[src/rtl/prm_edge_scan_seq.sv]
// PRM edge-check scan initiator: sweeps a code range through the checker
// and packs the returned edge_mask bits LSB-first into output words.
module prm_edge_scan_seq #(
  parameter int CODE_W  = 15,
  parameter int WORD_W  = 32,
  parameter int CHK_LAT = 0
) (
  input  logic                     clk,
  input  logic                     rst_n,
  input  logic                     start,
  input  logic [CODE_W-1:0]        code_lo,
  input  logic [CODE_W-1:0]        code_hi,
  output logic [CODE_W-1:0]        chk_code,
  input  logic                     chk_mask,
  output logic                     out_valid,
  input  logic                     out_ready,
  output logic [WORD_W-1:0]        out_data,
  output logic [CODE_W-1:0]        out_base,
  output logic [$clog2(WORD_W):0]  out_count,
  output logic                     busy,
  output logic                     done,
  output logic [CODE_W:0]          blocked_cnt
);

  localparam int AW = $clog2(WORD_W);
  localparam int CW = AW + 1;
  localparam int LP = (CHK_LAT > 0) ? CHK_LAT : 1;
  localparam int BW = CODE_W + 1;

  typedef enum logic [2:0] {
    S_IDLE,
    S_ISSUE,
    S_DRAIN,
    S_FLUSH,
    S_DONE
  } state_t;

  state_t            state;
  logic [CODE_W:0]   cur;
  logic [CODE_W:0]   hi_q;
  logic [LP-1:0]     vpipe;
  logic [WORD_W-1:0] acc_data;
  logic [WORD_W-1:0] nxt_data;
  logic [CW-1:0]     acc_cnt;
  logic [CW-1:0]     nxt_cnt;
  logic [CW-1:0]     inflight;
  logic [CODE_W-1:0] acc_base;
  logic              fire;
  logic              last;
  logic              res_v;
  logic              out_free;
  logic              move;

  assign chk_code = cur[CODE_W-1:0];

  always_comb begin
    inflight = '0;
    for (int i = 0; i < LP; i++) begin
      inflight = inflight + CW'(vpipe[i]);
    end
  end

  // Room is reserved for every result still in the checker pipe,
  // so a full accumulator never has to refuse an arriving mask.
  assign fire  = (state == S_ISSUE) &&
                 ((acc_cnt + inflight) < CW'(WORD_W));
  assign last  = (cur == hi_q);
  assign res_v = (CHK_LAT == 0) ? fire : vpipe[LP-1];

  always_comb begin
    nxt_data = acc_data;
    nxt_cnt  = acc_cnt;
    if (res_v) begin
      nxt_data[acc_cnt[AW-1:0]] = chk_mask;
      nxt_cnt = acc_cnt + CW'(1);
    end
  end

  assign out_free = !out_valid || out_ready;
  assign move = out_free &&
                ((nxt_cnt == CW'(WORD_W)) ||
                 ((state == S_FLUSH) && (acc_cnt != '0)));

  always_ff @(posedge clk) begin
    if (!rst_n) begin
      state       <= S_IDLE;
      cur         <= '0;
      hi_q        <= '0;
      vpipe       <= '0;
      acc_data    <= '0;
      acc_cnt     <= '0;
      acc_base    <= '0;
      out_valid   <= 1'b0;
      out_data    <= '0;
      out_base    <= '0;
      out_count   <= '0;
      busy        <= 1'b0;
      done        <= 1'b0;
      blocked_cnt <= '0;
    end else begin
      done <= 1'b0;
      if (out_valid && out_ready) begin
        out_valid <= 1'b0;
      end
      if (move) begin
        out_valid <= 1'b1;
        out_data  <= nxt_data;
        out_base  <= acc_base;
        out_count <= nxt_cnt;
        acc_data  <= '0;
        acc_cnt   <= '0;
        acc_base  <= acc_base + CODE_W'(nxt_cnt);
      end else begin
        acc_data <= nxt_data;
        acc_cnt  <= nxt_cnt;
      end
      if (res_v) begin
        blocked_cnt <= blocked_cnt + BW'(chk_mask);
      end
      for (int i = LP - 1; i > 0; i--) begin
        vpipe[i] <= vpipe[i-1];
      end
      vpipe[0] <= (CHK_LAT > 0) ? fire : 1'b0;
      if (fire && !last) begin
        cur <= cur + BW'(1);
      end
      case (state)
        S_IDLE: begin
          if (start) begin
            blocked_cnt <= '0;
            acc_base    <= code_lo;
            cur         <= {1'b0, code_lo};
            hi_q        <= {1'b0, code_hi};
            if (code_lo <= code_hi) begin
              state <= S_ISSUE;
              busy  <= 1'b1;
            end else begin
              state <= S_DONE;
              done  <= 1'b1;
            end
          end
        end
        S_ISSUE: begin
          if (fire && last) begin
            state <= S_DRAIN;
          end
        end
        S_DRAIN: begin
          if (vpipe == '0) begin
            state <= S_FLUSH;
          end
        end
        S_FLUSH: begin
          if ((acc_cnt == '0) && out_free) begin
            state <= S_DONE;
            busy  <= 1'b0;
            done  <= 1'b1;
          end
        end
        S_DONE: begin
          state <= S_IDLE;
        end
        default: begin
          state <= S_IDLE;
        end
      endcase
    end
  end

endmodule

[config.mk]
export PLATFORM = sky130hd
export DESIGN_NAME = prm_edge_scan_seq
export DESIGN_NICKNAME = d
export VERILOG_FILES = /design/src/rtl/prm_edge_scan_seq.sv
export SDC_FILE = /design/constraint.sdc
export NUM_CORES = 1
export LEC_CHECK = 0
export BUFFER_PORTS_ARGS = -buffer_cell sky130_fd_sc_hd__clkbuf_2
export CORE_AREA = 3 3 164 198
export DETAILED_ROUTE_END_ITERATION = 8
export DIE_AREA = 0 0 167 201
export GPL_TIMING_DRIVEN = 0
export PLACE_DENSITY = 0.52
export SYNTH_ARGS = -nofsm -noshare
export SYNTH_HDL_FRONTEND = slang
export SYNTH_SLANG_ARGS = --single-unit
[constraint.sdc]
create_clock -name clk -period 3.5 [get_ports clk]
set_clock_uncertainty 0.05 [all_clocks]
set_input_delay 0.35 -clock clk [delete_from_list [all_inputs] [get_ports clk]]
set_output_delay 0.35 -clock clk [all_outputs]
set_load 0.01 [all_outputs]
==> flow_summary.json, run 1 <==
{
  "drt-initial-drc-count": 369,
  "cp-end-kind": "flop",
  "rsz0062_at_grt": "no",
  "fin_setup_tns_ns": 0,
  "worstPathRequired_ns": 3.75,
  "cts_buffers": 17,
  "clk_path_buf_depth": 2,
  "n_antenna_cell": 0,
  "min_period_ns": 3.25,
  "antenna_found_initial": 0,
  "ctsHoldBuffers": 0,
  "die_area_um2": 33600,
  "ys_seq_elements": 159,
  "tritoncts": "done",
  "place.gp.congestion": 0.776,
  "synthFlopType": "dfxtp_1",
  "routedWlPerCell_um": 16.1,
  "insertion_delay_ns": 0.43,
  "vias": 6339,
  "synth-async-reset-ratio_pct": 0,
  "synth_top_area_share_pct": 41.5,
  "slew_viol_final": 0,
  "fp.dieW_um": 167,
  "seq_area_um2": 3180,
  "fill_cells": 3247,
  "outcome": "complete, no violations",
  "synth.yosys.seq_area_share_pct": 41.5,
  "synth_edf_count": 0,
  "p_total_mw": 4.28,
  "dp_slack_ns": -0.774,
  "p_per_area_nw_per_um2": 451,
  "multi_input_comb_area_um2": 4010,
  "top_layer_used": "met4",
  "cts_sinks": 159,
  "dpl.hpwl_um": 17500,
  "peakVddDrop_uv": 254,
  "path_class": "flop to flop",
  "min_path_cells": 3,
  "p_leak_nw": 4.01,
  "grt_pass1_wl_um": 35900,
  "cts-htree-levels": 4,
  "syn_inst": 853,
  "row_count": 70,
  "drt_wl_total_um": 22600,
  "grt_start_max_net_pins": 17,
  "start_util_pct": 25.1,
  "synthTopCellsByArea": "dfxtp_1 (41%), mux2i_1 (7.0%), nor2_1 (5.4%)",
  "core_area_um2": 30600,
  "syn_to_final_growth_pct": 23.6,
  "yosysWarnings": 0,
  "root_buffer": "clkbuf_16",
  "r2r_start": "state[2]",
  "avgSynthCellArea_um2": 9.00,
  "drc": 0,
  "min_from": "code_hi[10]",
  "path_max_fanout": 10,
  "grt_pass1_vias": 6288,
  "die_h_um": 201,
  "r2r-end": "acc_base[14]",
  "reg2regPathDepth": 14,
  "drive_gt1_share_pct": 23.9,
  "setup_slack_ns": 0.249,
  "fin_nets": 1065,
  "startpoint_type": "flop",
  "io_buffers": 121,
  "fmax_mhz": 308,
  "synthesis.area_um2": 7670,
  "r2r_slack_ns": 0.25,
  "hold_viol": 0,
  "crit_arrival_ns": 3.51,
  "via_per_inst": 4.50,
  "setup_violations": 0,
  "firstDrtPassIters": 5,
  "min_period_over_period_pct": 92.9,
  "max_slew.worst_pin.slew_ns": 0.738,
  "max-cap-violations": 0,
  "synth_top_area_cell": "dfxtp_1",
  "ant_nets": 0,
  "wl_met1_um": 10600,
  "clk_pin_slew_ns": 0.07,
  "slew_headroom_pct": 50.8,
  "hp-class": "input port to flop",
  "grt-ovfl-total": 0,
  "min_to": "hi_q[10]",
  "met3_length_um": 1030,
  "grt_usage_pct": 13.4,
  "synth_cell_types": 53,
  "wl_met2_um": 10800,
  "ioPinCount": 122,
  "synth_nets": 919
}
## per-layer routing
metal / track usage [%] / vias up
met3: 3.39 / 16
met4: 2.83 / 0
met2: 22.3 / 120
met1: 17.6 / 2956
li1: - / 3247
met5: 0 / -
## worst max-delay path by stage
stage	startpoint	end	slack, ns	cells after the start
after floorplan	state[2]	acc_base[14]	0.14	14
after global routing	state[2]	acc_base[13]	0.06	14
after global placement	state[2]	acc_base[14]	-0.78	14
after CTS	state[2]	acc_base[14]	0.002	14
after detailed placement	state[2]	acc_base[14]	-0.77	14
final	state[2]	acc_base[14]	0.25	14
## layout by cell type, fill, tap and decap left out, types with 28 or more instances in the layout
cell	n
dfxtp_1	159
clkbuf_2	121
nor2_1	109
nand2_1	77
mux2i_1	54
a21oi_1	42
inv_1	30
ha_1	30
xor2_1	29
clkbuf_1	28
a211oi_1	28
o21ai_0	28
## critical path, cell delays in order, from the launching register on
cell and delay (ns):
dfxtp_1 0.29, buf_2 0.17, nor4b_4 0.31, buf_6 0.16, buf_4 0.21, xnor2_2 0.16, inv_1 0.10, ha_1 0.22
fa_1 0.40, a21o_1 0.21, a21oi_2 0.19, o21ai_2 0.14, and3_1 0.21, a211oi_1 0.23, nor3_1 0.07
## metrics by stage
stage	hold slack (ns)	instance area, um^2	instances	util (%)
6_report	0.114	9480	1408	31.0
5_1_grt	0.0981	9480	1408	31.0
4_1_cts	0.0975	9390	1401	30.7
3_5_place_dp	0.408	8770	1370	28.7
3_3_place_gp	0.405	8770	1370	28.7
2_1_floorplan	0.398	7670	853	-
## state kept, by name, summed over array words and instances (netlist names), 3 cells and up
name         count
acc_data        32
out_data        32
blocked_cnt     16
cur             16
acc_base        15
hi_q            15
out_base        15
acc_cnt          6
out_count        6
state            3
## timing repair
item	4_1_cts	5_1_grt
buffers inserted	0	7
cloned	0	0
setup endpoints to repair	11	8
pin swaps	0	2
resized for setup	9	5
## cell families after synthesis
kind of cell	Yosys count	synth area share (%)
AND/OR/NAND/NOR	315	20.8
multiplexers	54	7.04
buffers and inverters	98	6.86
flip-flops	159	41.5
AO/OA/AOI/OAI	159	14.4
XOR/XNOR	37	4.22
adder cells (fa/ha/maj)	31	5.15
## where the power goes
group / total (mW) / switching (mW) / internal [mW]
Combinational: 0.472 / 0.278 / 0.194
Clock: 1.87 / 0.845 / 1.03
Sequential: 1.94 / 0.0695 / 1.87
## layout make-up
class	instances	area share, %
clock inverter	14	1.61
clock buffer	18	4.63
tap	396	5.22
multi-input combinational	596	42.3
timing repair buffer	128	7.07
buffer	66	4.39
inverter	31	1.23
sequential	159	33.6
## Yosys cell counts, types with 9 or more instances
| cell | number |
|---|---|
| a31oi_1 | 13 |
| dfxtp_1 | 159 |
| clkbuf_1 | 29 |
| nor2_1 | 110 |
| nand2_1 | 77 |
| mux2i_1 | 54 |
| a211oi_2 | 17 |
| or3_1 | 13 |
| a21oi_1 | 44 |
| ha_1 | 30 |
| inv_1 | 30 |
| buf_6 | 9 |
| buf_4 | 19 |
| o21ai_0 | 29 |
| nand4_1 | 18 |
| nor3_1 | 12 |
| xor2_1 | 30 |
| a311oi_1 | 9 |
| a211oi_1 | 28 |
| nor2_4 | 10 |
| nand3_1 | 17 |
| and2_1 | 14 |
No activity file was read; power rests on OpenSTA's default activity.
==> inputs of run 2 (changes only) <==
Settings changed: RECOVER_POWER set to 50.
==> flow_summary.json, run 2 (same netlist as run 1, synthesis figures left out) <==
{
  "ioPinCount": 122,
  "fill_cells": 3284,
  "crit_slowest_cell": "fa_1",
  "row_count": 70,
  "worstPathRequired_ns": 3.75,
  "met3_length_um": 994,
  "grt_pass1_vias": 6288,
  "p_leak_nw": 3.75,
  "routedWlPerCell_um": 16.0,
  "critical-path-top-delay-family": "compound AO/OA/AOI/OAI gates",
  "max_slew.worst_pin.slew_ns": 1.32,
  "drive_gt1_share_pct": 16.3,
  "cts_buffers": 17,
  "die_area_um2": 33600,
  "layout_commonest_cell": "dfxtp_1",
  "drt_wl_total_um": 22600,
  "n_antenna_cell": 0,
  "drc": 0,
  "clk_path_buf_depth": 2,
  "wl_met2_um": 10900,
  "multi_input_comb_area_um2": 3990,
  "crit_arrival_ns": 3.50,
  "fmax_mhz": 308,
  "path_cells": "buf_2, nor4b_4, buf_6, buf_4, xnor2_2, inv_1, ha_1, fa_1, a21o_1, a21oi_2, o21ai_2, and3_1, a211oi_1, nor3_1",
  "min_path_cells": 3,
  "path_max_fanout": 10,
  "hold_viol": 0,
  "hp-class": "input port to flop",
  "fin_nets": 1065,
  "grt_usage_pct": 13.4,
  "rsz0062_at_grt": "no",
  "worst-path-stages": 14,
  "slowest_delay_ns": 0.40,
  "dpl.hpwl_um": 17500,
  "r2r_slack_ns": 0.25,
  "top_regs": "acc_data (32), out_data (32)",
  "cp-end-kind": "flop",
  "fin_area_um2": 9360,
  "grt_pass1_wl_um": 35900,
  "io_buffers": 121,
  "ant_nets": 0,
  "placed_area_um2": 8770,
  "slew_headroom_pct": 11.0,
  "fp.dieW_um": 167,
  "cts_sinks": 159,
  "drt-initial-drc-count": 350,
  "fin_cells": 1408,
  "firstDrtPassIters": 4,
  "wl_met1_um": 10500,
  "ctsHoldBuffers": 0,
  "hold_ws_ns": 0.113,
  "seq_area_um2": 3180,
  "top_layer_used": "met4",
  "cts-htree-levels": 4,
  "path_class": "flop to flop",
  "tritoncts": "done",
  "clk_pin_slew_ns": 0.07,
  "syn_to_final_growth_pct": 22.0,
  "setup_violations": 0,
  "start_util_pct": 25.1,
  "fin_setup_tns_ns": 0,
  "reg2regPathDepth": 14,
  "vias": 6363,
  "path_buf_inv": 4,
  "place.gp.congestion": 0.776,
  "layout_common_cells": "dfxtp_1 (159), nor2_1 (109), clkbuf_1 (102), nand2_1 (77), mux2i_1 (54)",
  "root_buffer": "clkbuf_16",
  "startpoint_type": "flop",
  "peakVddDrop_uv": 252,
  "grt_start_max_net_pins": 17,
  "dpl.cell_count": 1370,
  "antenna_found_initial": 0,
  "outcome": "complete, no violations",
  "max-cap-violations": 0,
  "min_period_over_period_pct": 92.8,
  "p_per_area_nw_per_um2": 456,
  "core_area_um2": 30600,
  "via_per_inst": 4.52,
  "insertion_delay_ns": 0.42,
  "slew_viol_final": 0,
  "grt-ovfl-total": 0,
  "min_period_ns": 3.25,
  "die_h_um": 201
}
run 2: metal layers:
| metal | global-route usage, % | vias to the layer above |
|---|---|---|
| met5 | 0 | - |
| met4 | 2.83 | 0 |
| met3 | 3.39 | 12 |
| met2 | 22.3 | 116 |
| met1 | 17.6 | 2985 |
| li1 | - | 3250 |
run 2: worst min-delay path: cells and delay by family:
family	cells	cell delay, ns
buffers and inverters	1	0.09
and+or+nand+nor	1	0.05
AOI/OAI and AO/OA	1	0.05
run 2: path summary, 6_finish.rpt:
kind | startpoint | to
worst min register to register | hi_q[7] | hi_q[7]
worst min-delay path | code_hi[8] | hi_q[8]
worst max-delay path | state[2] | acc_base[14]
worst max register to register | state[2] | acc_base[14]
run 2: metrics by stage:
stage / util, % / worst slack, ns / total power, mW
CTS: 30.7 / 0.00216 / 4.32
floorplan: - / 0.136 / 2.26
detailed placement: 28.7 / -0.774 / 2.43
global route: 30.6 / 0.0677 / 4.47
finish: 30.6 / 0.252 / 4.27
global placement: 28.7 / -0.776 / 2.43
run 2: final cells by class:
type / instances / share of cell area, %
plain buffers: 66 / 4.33
clock inverters: 14 / 1.63
flip-flops and latches: 159 / 34.0
clock buffers: 18 / 4.69
multi-input cells: 596 / 42.6
inverters: 31 / 1.24
repair buffers: 128 / 6.20
well taps: 396 / 5.29
run 2: power breakdown:
part / switching (mW) / leakage [nW] / internal (mW) / total, mW
sequential: 0.0689 / 1.29 / 1.87 / 1.94
clock: 0.845 / 0.280 / 1.03 / 1.87
combinational: 0.278 / 2.18 / 0.189 / 0.466
run 2: timing repair:
item                                    CTS  global route
pin swaps                                 0             2
endpoints found under the setup margin   11             8
resized for setup                         9             5
setup buffers                             0             7
